==> src/rtl/dc_bin_capture.sv <==
// DC-bin capture: accumulates the raw IQ samples at three bin positions over 2^AVG_LOG2 frames
// and reports the averages over a valid/ack port. Define DC_BIN_CAPTURE_CONT_EN for continuous re-arming.
module dc_bin_capture #(
  parameter int AVG_LOG2  = 4,
  parameter int CTRL_ADDR = 7,
  parameter int BIN_ADDR0 = 4
) (
  input  logic        clock,
  input  logic        reset,
  input  logic        set_stb,
  input  logic [7:0]  set_addr,
  input  logic [31:0] set_data,
  input  logic        dv_in,
  input  logic [31:0] data_in,
  output logic        res_valid,
  input  logic        res_ack,
  output logic [1:0]  res_bin,
  output logic [15:0] res_i,
  output logic [15:0] res_q,
  output logic        busy
);

  localparam int       ACC_W      = 16 + AVG_LOG2;
  localparam bit [8:0] LAST_FRAME = 9'((1 << AVG_LOG2) - 1);

  typedef enum logic [1:0] {IDLE, ARM, ACCUM, REPORT} state_t;

  state_t state, state_next;

  logic [9:0]              cnt;
  logic [8:0]              frame;
  logic [1:0]              rep_idx;
  logic [1:0]              nxt_idx;
  logic [9:0]              bin_reg [3];
  logic [9:0]              run_bin [3];
  logic signed [ACC_W-1:0] acc_i   [3];
  logic signed [ACC_W-1:0] acc_q   [3];
  logic [15:0]             avg_i   [3];
  logic [15:0]             avg_q   [3];

  logic ctrl_wr, start, cont;
  logic frame_start, take, frame_end, last_done, done_ack;

  assign ctrl_wr     = set_stb && (set_addr == 8'(CTRL_ADDR));
  assign start       = ctrl_wr && set_data[0] && (state == IDLE);
  assign frame_start = (state == ARM) && dv_in && (cnt == 10'd0);
  assign take        = frame_start || ((state == ACCUM) && dv_in);
  assign frame_end   = (state == ACCUM) && dv_in && (cnt == 10'd1023);
  assign last_done   = frame_end && (frame == LAST_FRAME);
  assign done_ack    = (state == REPORT) && res_valid && res_ack && (rep_idx == 2'd2);
  assign nxt_idx     = rep_idx + 2'd1;
  assign busy        = (state != IDLE);

`ifdef DC_BIN_CAPTURE_CONT_EN
  // Continuous flag is sampled when bin2 is acked, so clearing it mid-run finishes the current run.
  always_ff @(posedge clock or negedge reset) begin
    if (!reset) begin
      cont <= 1'b0;
    end else if (ctrl_wr) begin
      cont <= set_data[1];
    end
  end
`else
  assign cont = 1'b0;
`endif

  always_ff @(posedge clock or negedge reset) begin
    if (!reset) begin
      state <= IDLE;
    end else begin
      state <= state_next;
    end
  end

  always_comb begin
    state_next = state;
    case (state)
      IDLE:    if (start)       state_next = ARM;
      ARM:     if (frame_start) state_next = ACCUM;
      ACCUM:   if (last_done)   state_next = REPORT;
      REPORT:  if (done_ack)    state_next = cont ? ARM : IDLE;
      default: state_next = IDLE;
    endcase
  end

  always_ff @(posedge clock or negedge reset) begin
    if (!reset) begin
      cnt   <= 10'd0;
      frame <= 9'd0;
    end else begin
      if (dv_in) begin
        cnt <= cnt + 10'd1;
      end
      if (frame_start) begin
        frame <= 9'd0;
      end else if (frame_end && !last_done) begin
        frame <= frame + 9'd1;
      end
    end
  end

  generate
    for (genvar gi = 0; gi < 3; gi++) begin : g_bin
      logic hit;
      assign hit = take && (cnt == run_bin[gi]);

      always_ff @(posedge clock or negedge reset) begin
        if (!reset) begin
          bin_reg[gi] <= 10'd0;
          run_bin[gi] <= 10'd0;
        end else begin
          if (set_stb && (set_addr == 8'(BIN_ADDR0 + gi))) begin
            bin_reg[gi] <= set_data[9:0];
          end
          if (start) begin
            run_bin[gi] <= bin_reg[gi];
          end
        end
      end

      always_ff @(posedge clock or negedge reset) begin
        if (!reset) begin
          acc_i[gi] <= '0;
          acc_q[gi] <= '0;
        end else if (done_ack) begin
          acc_i[gi] <= '0;
          acc_q[gi] <= '0;
        end else if (hit) begin
          acc_i[gi] <= acc_i[gi] + ACC_W'(signed'(data_in[31:16]));
          acc_q[gi] <= acc_q[gi] + ACC_W'(signed'(data_in[15:0]));
        end
      end

      // Arithmetic shift floors toward minus infinity; the low 16 bits always fit.
      assign avg_i[gi] = 16'(acc_i[gi] >>> AVG_LOG2);
      assign avg_q[gi] = 16'(acc_q[gi] >>> AVG_LOG2);
    end
  endgenerate

  always_ff @(posedge clock or negedge reset) begin
    if (!reset) begin
      res_valid <= 1'b0;
      res_bin   <= 2'd0;
      res_i     <= 16'd0;
      res_q     <= 16'd0;
      rep_idx   <= 2'd0;
    end else if (state == REPORT) begin
      if (!res_valid) begin
        res_valid <= 1'b1;
        res_bin   <= rep_idx;
        res_i     <= avg_i[rep_idx];
        res_q     <= avg_q[rep_idx];
      end else if (res_ack) begin
        if (rep_idx == 2'd2) begin
          res_valid <= 1'b0;
          res_bin   <= 2'd0;
          res_i     <= 16'd0;
          res_q     <= 16'd0;
          rep_idx   <= 2'd0;
        end else begin
          // Present the next bin right away so a held ack drains without bubbles.
          rep_idx <= nxt_idx;
          res_bin <= nxt_idx;
          res_i   <= avg_i[nxt_idx];
          res_q   <= avg_q[nxt_idx];
        end
      end
    end
  end

endmodule
==> config.mk <==
export PLATFORM = sky130hd
export DESIGN_NAME = dc_bin_capture
export DESIGN_NICKNAME = d
export VERILOG_FILES = /design/src/rtl/dc_bin_capture.sv
export SDC_FILE = /design/constraint.sdc
export NUM_CORES = 1
export LEC_CHECK = 0
export BUFFER_PORTS_ARGS = -buffer_cell sky130_fd_sc_hd__buf_4
export CAP_MARGIN = 20
export CORE_UTILIZATION = 48
export CTS_BUF_LIST = sky130_fd_sc_hd__clkbuf_4 sky130_fd_sc_hd__clkbuf_8 sky130_fd_sc_hd__clkbuf_16
export DETAILED_ROUTE_END_ITERATION = 10
export PLACE_DENSITY_LB_ADDON = 0.3
export SLEW_MARGIN = 20
export SYNTH_ARGS = -nofsm -noshare
export SYNTH_HDL_FRONTEND = slang
export SYNTH_SLANG_ARGS = --single-unit
==> constraint.sdc <==
create_clock -name clock -period 2.5 [get_ports clock]
set_input_delay 0.25 -clock clock [delete_from_list [all_inputs] [get_ports clock]]
set_output_delay 0.25 -clock clock [all_outputs]
set_load 0.02 [all_outputs]
== Yosys cells after proc, flatten, opt, wreduce, memory -nomap -nowiden ==
Cells that the tools add are included.
Cells by class
  mux-type cells: 43
  eq/ne operators: 18
  add/subtract/negate cells: 9
  reductions and logical operators: 30
  bitwise operators: 2
  $lt $le $gt $ge: 2
Operators by type and width (number)
  20-bit 2-to-1 mux: 12
  16-bit 2-to-1 mux: 14
  16-bit binary-select mux with 2-bit select: 4
  20-bit by 16-bit adder with 20-bit output: 6
  8-bit by 3-bit equality test with 1-bit output, second input constant: 4
  10-bit equality test: 3
  1-bit logical AND: 18
  9-bit 2-to-1 mux: 2
  2-bit 2-to-1 mux: 7
  10-bit by 1-bit adder with 10-bit output, second input constant: 1
  10-bit equality test, second input constant: 1
  10-bit zero test: 1
  2-bit nonzero test: 5
  9-bit by 1-bit adder with 9-bit output, second input constant: 1
  9-bit by 4-bit equality test with 1-bit output, second input constant: 1
  2-bit inequality test, second input constant: 4
  2-bit one-hot mux with 4 select lines: 1
  2-bit equality test, second input constant: 3
  3-bit >= comparator, second input constant: 2
  2-bit inverter with 3-bit output: 2
  4-bit AND reduction: 1
  1-bit 2-to-1 mux: 3
  3-bit AND reduction: 1
  2-bit by 1-bit adder with 2-bit output, second input constant: 1
  6 further kinds: 6
Word-level totals
  bits in registers: 238
  word-level logic and storage cells: 124
  input port bits: 77
  output and inout port bits: 36

== Depth between registers and ports, before layout ==
Gate-level depths: netlist of run 1.
  depth after elaboration: 8
  mapped depth: 12

== Least setup slack after synthesis of run 1 ==
Ideal clock, no wire load.
  kind: register -> register
  start: register rep_idx[0]
  end: register acc_i[36] (netlist bit)
  data arrival time: 2.232 ns
  path buffers: 3
  required time: 2.378 ns
  cell stages (with the launch flop): 12
  path slack: 0.147 ns
  path through: dfrtp_1 inv_1 clkbuf_1 ha_1 inv_1 nor2_1 or2_1 buf_6 nor2_1 buf_2 a32oi_1 nand2_1
On the way
  word-level cells in the longest chain between the ends: 3
  elaborated cells on any way between the ends: 4
  those cells by class: eq/ne (1); mux (1); reduce/logical (2)
Ends and longest elaborated chain
  from (decl): line 32  | logic [1:0] rep_idx;
  from (signal assigned): line 162  | rep_idx <= nxt_idx;
  2-bit equality test (*): line 50  | assign done_ack = (state == REPORT) && res_valid && res_ack && (rep_idx == 2'd2);
  1-bit logical AND (*): line 50
  20-bit 2-to-1 mux or 2-bit nonzero test (tied branches)
  to (signal, indexed assignment): line 129  | acc_i[gi] <= acc_i[gi] + ACC_W'(signed'(data_in[31:16]));
  to (decl): line 36  | logic signed [ACC_W-1:0] acc_i [3];
Every way passes the cells marked *; elsewhere a longest branch is shown, timed or not.
A chain may end at the register's enable or synchronous reset.

== Worst setup path in the final report of run 1 ==
  start: register state[0]
  end: register acc_i[18] (netlist bit)
On the way
  word-level cells in the longest chain between the ends: 6
  elaborated cells on any way between the ends: 13
  those cells by class: eq/ne (3); mux (1); reduce/logical (9)
Ends and longest elaborated chain
  from (decl): line 28  | state_t state, state_next;
  from (signal assigned): line 71  | state <= state_next;
  2-bit by 1-bit equality test with 1-bit output: line 46  | assign frame_start = (state == ARM) && dv_in && (cnt == 10'd0);
  1-bit logical AND (2 in series): line 46
  1-bit logical OR: line 47  | assign take = frame_start || ((state == ACCUM) && dv_in);
  1-bit logical AND: line 105  | assign hit = take && (cnt == run_bin[gi]);
  2-bit nonzero test (no line)
Several ways; a longest one is shown, not always the timed one.

==> results of run 1 <==
-- tightest hold or removal path: stages --
cell and delay [ns]:
buf_4 0.10, ha_1 0.13, a22o_1 0.12
-- cells in the mapped netlist (5+ instances only) --
master and instances:
dfrtp_1 238, nand2_1 235, o21ai_0 228, ha_1 124, a21oi_1 123, nor2_1 103, mux2i_1 80, xor2_1 74
o21ai_1 68, xnor2_1 58, clkbuf_1 47, inv_1 44, a21o_1 41, mux2_2 32, mux2_4 30, buf_2 25
nand3_1 24, nand2b_1 23, and3_1 17, o21a_1 17, nand4_1 15, nor3_1 15, nor2b_1 14, a22o_1 11
a31oi_1 10, nor4_1 10, or3_1 9, a32o_1 8, buf_6 8, o31ai_1 8, o21bai_1 7, a211oi_1 6
fa_1 6, a211o_1 5, and4_1 5, buf_4 5, nand3b_1 5
-- layout make-up --
| class | count | area, um2 | area share (%) |
|---|---|---|---|
| clock buffers | 35 | 760.7 | 3.790 |
| inverters | 46 | 172.7 | 0.8602 |
| flip-flops and latches | 238 | 5963 | 29.71 |
| clock inverters | 14 | 175.2 | 0.8727 |
| multi-input cells | 1480 | 10490 | 52.25 |
| well taps | 455 | 569.3 | 2.836 |
| repair buffers | 229 | 1944 | 9.686 |
-- through the flow --
step,util [%],hold WS [ns],cell area (um2),TNS (ns),power (uW)
3_5_place_dp,54.02,0.2325,18610,-0.2389,16810
4_1_cts,57.12,0.07844,19680,0,21160
5_1_grt,58.25,0.1185,20070,-0.2387,23380
6_report,58.25,0.09949,20070,0,21750
2_1_floorplan,-,-0.04559,16750,0,13560
3_3_place_gp,54.02,0.2268,18610,-0.1431,16430
-- placed cells by master (no fill, tap or decap), drive strengths merged, types with 4 or more instances in the layout --
master,instances
a21oi,124
dlygate4sd3,12
nor2,106
nand3b,5
nand2,235
a21o,41
nand3,25
mux2i,80
ha,124
clkinv,8
fa,6
xor2,74
bufinv,4
mux2,62
a31oi,11
o21ai,298
o21bai,7
nand4,17
buf,217
a22o,11
a211o,5
and4,6
nor3,15
nor4,12
and3,17
nand2b,23
o31ai,9
inv,46
clkbuf,35
xnor2,58
dfrtp,238
a211oi,7
nor2b,14
a32o,8
o21a,17
and2,4
or3,12
-- layer usage --
metal | part of all wire (%) | wire, um | track usage [%]
met1 | 46 | 21430 | 36.81
met3 | 6.0 | 2821 | 3.129
met2 | 45 | 20940 | 40.74
met5 | 0 | 0 | 0
met4 | 3.6 | 1680 | 8.592
-- logic make-up (layout without fill, tap and decap cells) --
kind of cell | Yosys count | count (layout) | synth area share [%]
flops | 238 | 238 | 35.56
simple gates | 501 | 503 | 14.10
xor+xnor | 132 | 132 | 6.904
fa+ha+maj | 130 | 130 | 9.982
compound gates | 573 | 573 | 20.08
mux | 142 | 142 | 9.623
buf+inv | 137 | 324 | 3.743
-- how the worst max path moves through the flow --
stage               depth (start not counted)   startpoint  slack (ns)         to
floorplan                                  11   rep_idx[0]        0.15  acc_i[36]
global placement                           13  data_in[16]       -0.08  acc_i[36]
detailed placement                         13  data_in[16]       -0.12  acc_i[36]
CTS                                        11    acc_i[20]       0.002  acc_i[32]
global route                               10    acc_q[12]       -0.07  acc_q[19]
finish                                     11     state[0]        0.05  acc_i[18]
-- power by group through the flow --
stage | clock network (uW) | logic [uW] | registers, uW
floorplan | 0 | 7880 | 5680
global placement | 0 | 10400 | 6030
detailed placement | 0 | 10700 | 6100
CTS | 4280 | 10800 | 6050
global route | 4410 | 12700 | 6250
finish | 4210 | 11400 | 6100
-- what timing repair did --
action / CTS / global route
setup buffers: 0 / 10
hold buffers: 12 / 0
gates cloned: 0 / 2
gates resized for setup: 5 / 69
endpoints found under the setup margin: 4 / 79
pin swaps: 3 / 13
endpoints found under the hold margin: 84 / 0
==> results.tsv, run 1 <==
metric	value	unit
reg2reg start	state[0]	
synthesized area per cell	9.037	um2
Worst Hold Depth	3	
total wire length	46.88	mm
most frequent CP cell	buf_4	
Sw Share	41.50	%
DR vias/cell	5.849	
Syn Nets	2060	
H-tree depth	1	
LEAKAGE	0.009340	uW
share of post-route cells with drive strength above 1	20.42	%
Max Freq	0.4090	GHz
Cell Pwr Density	1083	mW/mm2
GR Overflow Total	0	
Mapped Cells	1853	
ys flop type	dfrtp_1	
Pint	12720	uW
TritonCTS clock tree	yes	
fillers	3019	
row cnt	68	
Critical path buffers and inverters	3	
Boundary Pins	113	
post-route clock skew	0.01341	ns
vias in the first global route	14120	
fin crit period	2.445	ns
final hold violation count	0	
Period Utilization, post-route	97.80	%
P&R area growth vs syn	19.87	%
Slew headroom	59.39	%
post-synth cell types	84	
Starting Density	48.60	%
VDD IR max	0.5514	mV
Hold Path End	acc_q[20]	
Crit path max-delay family	simple AND/OR/NAND/NOR gates	
CP Max Fanout	5	
post-DR wirelength/cell	18.77	um
largest cells by area after synthesis	dfrtp_1 36%, ha_1 9.3%, o21ai_0 6.8%, nand2_1 5.3%, mux2i_1 4.8%	
startpoint types	flip-flop	
clk buf depth	3	
clk slew on worst S/H paths	0.06	ns
global-route wire length before repair	74.12	mm
clock share of power	19.4	%
initial antenna violation count	0	
Largest regs	acc_i: 60 flops, acc_q: 60 flops	
setup violators final	0	
initial detailed-routing violation count	873	
dpl cells	2424	
Num CTS Buffers	27	
class of the most critical setup path	reg -> reg	
Place WS	-0.1165	ns
I/O Buffers	90	
Die Area	0.03564	mm2
Crit path largest cell delay	0.36	ns
first drt pass iteration count	5	
asr flop ratio synth	100.0	%
DRT antenna net count	0	
slew at the pin closest to its max-slew limit	0.6092	ns
Max-Cap Viols	0	
Worst EP arrival	2.87	ns
HP Class	in -> reg	
Ys Warns	0	
top-area cell type share of the netlist area	35.56	%
fin cells	2497	
terminus of the critical flop-to-flop path	acc_i[18]	
# clock sinks	238	
Post-DP HPWL	33.69	mm
reg2reg setup slack	0.05	ns
CP Capture Type	flip-flop	
final net count	2229	
CP max-delay cell	dfrtp_1	
gpl congestion	0.9587	
Worst Path Required	2.92	ns
run status	finished clean	
Seq/Total Area, Yosys	35.56	%
die height	188.8	um
HP Start	data_in[0]	
Flop pwr share	28.1	%
Worst-Skew Late Latency	0.54	ns
clock root cell	clkbuf_16	
n_diodes	0	
flops & latches, synth	238	
RSZ-0062 raised after global routing	true	
synthesized cell area	0.01675	mm2
Remaining DRCs	0	
Final Max Slew Viols	0	
EDFF count, synth	0	
Overall Global Routing Usage	25.88	%
cell breakdown of the critical path	buf_4 > ha_1 > nand3_1 > nor2_1 > or2_4 > buf_4 > nor2_8 > buf_12 > nand3b_1 > mux2i_1 > a211o_1	
Synth area leader	dfrtp_1	
setup ws final	0.05498	ns
Psw	9025	uW
Logic pwr share	52.6	%
reg2reg path depth	11	
Core Box Area	0.03446	mm2
chip width	188.8	um
largest net degree at the start of global routing	72	
Vias	14610	
Note: power is estimated with default switching activity, not from simulation.
==> run 2: changes to the inputs <==
Clock period 2.5 ns to 2.2 ns, I/O delays scaled along.
==> results.tsv, run 2 (synthesis gave the netlist of run 1 again) <==
metric	value	unit
run status	finished, violations left	
failing checks	DRC, setup timing	
HP Start	data_in[0]	
total wire length	51.15	mm
share of post-route cells with drive strength above 1	34.56	%
Max Freq	0.4096	GHz
Critical path buffers and inverters	1	
# clock sinks	238	
final net count	2443	
VDD IR max	0.7601	mV
global-route wire length before repair	79.48	mm
Vias	15710	
startpoint types	flip-flop	
GR Overflow Total	0	
Overall Global Routing Usage	27.67	%
worst hold slack	0.04150	ns
Worst EP arrival	2.88	ns
chip width	188.8	um
initial antenna violation count	0	
clk buf depth	3	
Worst-Skew Late Latency	0.57	ns
Starting Density	48.60	%
Slew headroom	58.42	%
CP Capture Type	flip-flop	
Crit path largest cell delay	0.40	ns
Max-Cap Viols	0	
area of the multi-input gates	0.01154	mm2
Period Utilization, post-route	111.0	%
Final Core Density	66.64	%
initial detailed-routing violation count	1133	
Worst Path Required	2.64	ns
LEAKAGE	0.01065	uW
die height	188.8	um
setup violators final	25	
final instance area	0.02296	mm2
post-route clock skew	0.02862	ns
Remaining DRCs	1	
Largest regs	acc_i: 60 flops, acc_q: 60 flops	
TritonCTS clock tree	yes	
n_diodes	0	
HP Class	in -> reg	
DR vias/cell	5.794	
gpl congestion	0.9334	
final hold violation count	0	
cell breakdown of the critical path	ha_2 > inv_2 > fa_2 > nor2b_4 > o2111ai_2 > a31oi_2 > a41oi_2 > o21ai_2 > o31ai_2 > xnor2_1 > a22o_1	
fin crit period	2.442	ns
Setup TNS	-2.101	ns
reg2reg setup slack	-0.24	ns
largest net degree at the start of global routing	72	
Area after DPL	0.02004	mm2
vias in the first global route	15230	
reg2reg start	acc_i[40]	
I/O Buffers	90	
CP Max Fanout	2	
Num CTS Buffers	28	
first drt pass iteration count	8	
class of the most critical setup path	reg -> reg	
H-tree depth	1	
clk slew on worst S/H paths	0.06	ns
CP max-delay cell	fa_2	
Worst Hold Depth	3	
DRT antenna net count	0	
Hold Path End	acc_q[0]	
RSZ-0062 raised after global routing	true	
Place WS	-0.3258	ns
reg2reg path depth	11	
Die Area	0.03564	mm2
Cell Pwr Density	1306	mW/mm2
clock root cell	clkbuf_16	
commonest non-fill, non-tap cell in the layout	buf_4	
slew at the pin closest to its max-slew limit	0.6237	ns
Post-DP HPWL	35.30	mm
commonest non-fill, non-tap cells in the layout	387 x buf_4, 231 x dfrtp_1, 229 x nand2_1	
FF/Latch Area	0.005964	mm2
Crit path max-delay family	compound AO/OA/AOI/OAI gates	
Final Max Slew Viols	0	
setup ws final	-0.2417	ns
Core Box Area	0.03446	mm2
terminus of the critical flop-to-flop path	acc_i[58]	
P&R area growth vs syn	37.13	%
fillers	2584	
row cnt	68	
Boundary Pins	113	
post-DR wirelength/cell	18.86	um
[run 2: changes by cell type in the layout (fill, tap and decap cells not counted), moves of 11 or more]
cell     before  now
inv_2         2   13
a21oi_1     115   91
ha_4          2   28
buf_4       201  387
o21ai_2       5   19
buf_6         0   26
inv_1        44   32
o21ai_0     220  185
ha_1        115   88
o21ai_1      72   91
a21oi_2       8   23
[run 2: stage by stage]
step / total power (uW) / std cells
2_1_floorplan: 15570 / 1853
3_3_place_gp: 20580 / 2594
3_5_place_dp: 21110 / 2594
4_1_cts: 27940 / 2687
5_1_grt: 31870 / 2712
6_report: 29980 / 2712
[run 2: area by class of cell]
type,instances,area share [%]
clock buffers,35,3.443
flip-flops and latches,238,25.97
repair buffers,442,15.91
multi-input cells,1480,50.26
inverters,46,0.7737
clock inverters,16,1.161
well taps,455,2.479
[run 2: per-layer routing]
layer	vias up	GRT usage, %	routed length, um
met5	-	0	0
met4	0	9.926	1918
met3	123	4.489	3016
met2	497	45.36	24010
met1	7671	36.85	22210
li1	7421	-	-
[run 2: how the worst max path moves through the flow]
stage / endpoint / slack [ns] / cells after the start / from
2_1_floorplan: acc_i[19] / -0.03 / 9 / acc_i[10]
3_3_place_gp: acc_i[58] / -0.25 / 11 / acc_i[40]
3_5_place_dp: acc_i[52] / -0.33 / 11 / acc_i[40]
4_1_cts: acc_i[58] / -0.17 / 11 / acc_i[40]
5_1_grt: acc_i[58] / -0.36 / 11 / acc_i[40]
6_report: acc_i[58] / -0.24 / 11 / acc_i[40]
[run 2: repair_timing]
action                     4_1_cts  5_1_grt
buffers inserted                30       29
hold endpoints to repair        96        0
cloned                           1        1
pin swaps                       82      112
gates resized for setup        147      163
hold buffers                    12        0
setup endpoints to repair      111      122
[run 2: worst reg2reg max path, delay by kind of cell (launching register included)]
family	cells	cell delay (ns)
AO/OA/AOI/OAI	6	1.06
adder cells (fa/ha/maj)	2	0.59
buffers and inverters	1	0.04
flip-flops	1	0.36
XOR/XNOR	1	0.12
AND/OR/NAND/NOR	1	0.14
[run 2: power breakdown]
| group | switching, uW | total [uW] | internal (uW) |
|---|---|---|---|
| combinational | 8920 | 17900 | 9000 |
| clock | 2020 | 5280 | 3270 |
| sequential | 1210 | 6790 | 5580 |
==> run 3: changes to the inputs <==
Settings changed: BUFFER_PORTS_ARGS -buffer_cell sky130_fd_sc_hd__buf_4 to -buffer_cell sky130_fd_sc_hd__buf_2.
==> results.tsv, run 3 (synthesis gave the netlist of run 1 again) <==
metric	value	unit
run status	finished, violations left	
failing checks	setup timing	
Period Utilization, post-route	106.7	%
final hold violation count	0	
Die Area	0.03564	mm2
Hold Path End	acc_i[40]	
I/O Buffers	90	
Slew headroom	59.98	%
slew at the pin closest to its max-slew limit	0.6002	ns
reg2reg path depth	11	
Starting Density	48.60	%
largest net degree at the start of global routing	72	
clock root cell	clkbuf_16	
reg2reg start	acc_q[40]	
terminus of the critical flop-to-flop path	acc_q[56]	
Largest regs	acc_i: 60 flops, acc_q: 60 flops	
clk buf depth	3	
Cell Pwr Density	1309	mW/mm2
global-route wire length before repair	78.71	mm
Worst Path Required	2.67	ns
post-DR wirelength/cell	18.72	um
gpl congestion	0.9465	
Max-Cap Viols	0	
row cnt	68	
H-tree depth	1	
Max Freq	0.4261	GHz
# clock sinks	238	
dpl cells	2621	
final net count	2467	
share of post-route cells with drive strength above 1	34.82	%
Num CTS Buffers	28	
vias in the first global route	15110	
Worst Hold Depth	3	
GR Overflow Total	0	
total wire length	51.22	mm
fin crit period	2.347	ns
HP Start	data_in[16]	
Worst-Skew Late Latency	0.55	ns
HP Class	in -> reg	
Core Box Area	0.03446	mm2
P&R area growth vs syn	36.29	%
setup violators final	24	
class of the most critical setup path	reg -> reg	
TritonCTS clock tree	yes	
first drt pass iteration count	5	
initial antenna violation count	1	
area of the multi-input gates	0.01143	mm2
Boundary Pins	113	
setup ws final	-0.1471	ns
final instance area	0.02282	mm2
Remaining DRCs	0	
commonest non-fill, non-tap cell in the layout	buf_4	
fillers	2644	
Final Max Slew Viols	0	
commonest non-fill, non-tap cells in the layout	324 x buf_4, 232 x dfrtp_1, 229 x nand2_1	
VDD IR max	0.6742	mV
post-route clock skew	0.009994	ns
Vias	15830	
Worst EP arrival	2.82	ns
die height	188.8	um
Area after DPL	0.02003	mm2
LEAKAGE	0.01074	uW
worst hold slack	0.09197	ns
chip width	188.8	um
DR vias/cell	5.785	
clk slew on worst S/H paths	0.06	ns
FF/Latch Area	0.005963	mm2
CP Max Fanout	3	
CP Capture Type	flip-flop	
Overall Global Routing Usage	27.41	%
Post-DP HPWL	35.58	mm
RSZ-0062 raised after global routing	true	
startpoint types	flip-flop	
DRT antenna net count	0	
reg2reg setup slack	-0.15	ns
initial detailed-routing violation count	1129	
Setup TNS	-1.297	ns
fin cells	2736	
[run 3: worst max path at each step]
stage	from	to	cells past startpoint
6_report	acc_q[40]	acc_q[56]	11
5_1_grt	acc_q[40]	acc_q[58]	11
2_1_floorplan	acc_i[10]	acc_i[19]	9
4_1_cts	acc_q[40]	acc_q[56]	11
3_5_place_dp	data_in[16]	acc_i[36]	14
3_3_place_gp	data_in[16]	acc_i[36]	14
[run 3: final cells by class]
class                           instances  area share [%]
Antenna cell                            1         0.01096
Clock buffer                           41           3.739
Clock inverter                          9          0.7456
Inverter                               46          0.7785
Multi-Input combinational cell       1478           50.06
Sequential cell                       238           26.13
Tap cell                              455           2.494
Timing Repair Buffer                  468           16.04
[run 3: per-layer routing]
metal,share of wire (%),track usage [%],vias to the layer above
met5,0,0,-
met4,3.0,7.661,0
met3,6.9,4.209,109
met2,46,44.26,581
met1,44,38.04,7679
li1,-,-,7460
[run 3: timing repair]
| item | 4_1_cts | 5_1_grt |
|---|---|---|
| hold buffers | 12 | 0 |
| setup buffers | 30 | 24 |
| endpoints found under the hold margin | 91 | 0 |
| endpoints found under the setup margin | 87 | 133 |
| gates cloned | 0 | 1 |
| gates resized for setup | 124 | 176 |
| pin swaps | 70 | 110 |
[run 3: where the power goes]
| part | total (uW) | switching [uW] | internal, uW |
|---|---|---|---|
| logic | 18000 | 9020 | 8950 |
| clock network | 5150 | 1890 | 3250 |
| registers | 6760 | 1190 | 5580 |
| total | 29900 | 12100 | 17800 |
[run 3: worst max-delay path, stage by stage (launching register included)]
cell      delay [ns]
dfrtp_1         0.39
ha_4            0.16
inv_2           0.04
fa_2            0.35
nor2b_1         0.18
o21ai_2         0.09
a21boi_2        0.17
o22a_1          0.23
a41o_1          0.29
o31ai_2         0.08
xor2_1          0.15
o21ai_1         0.14
[run 3: per-stage QoR]
stage | setup slack [ns] | util (%) | power [uW]
after floorplan | -0.03127 | - | 15570
after global placement | -0.2885 | 58.12 | 20780
after detailed placement | -0.2809 | 58.12 | 21300
after CTS | -0.09883 | 63.55 | 27750
after global routing | -0.2494 | 66.23 | 31770
final | -0.1471 | 66.23 | 29870
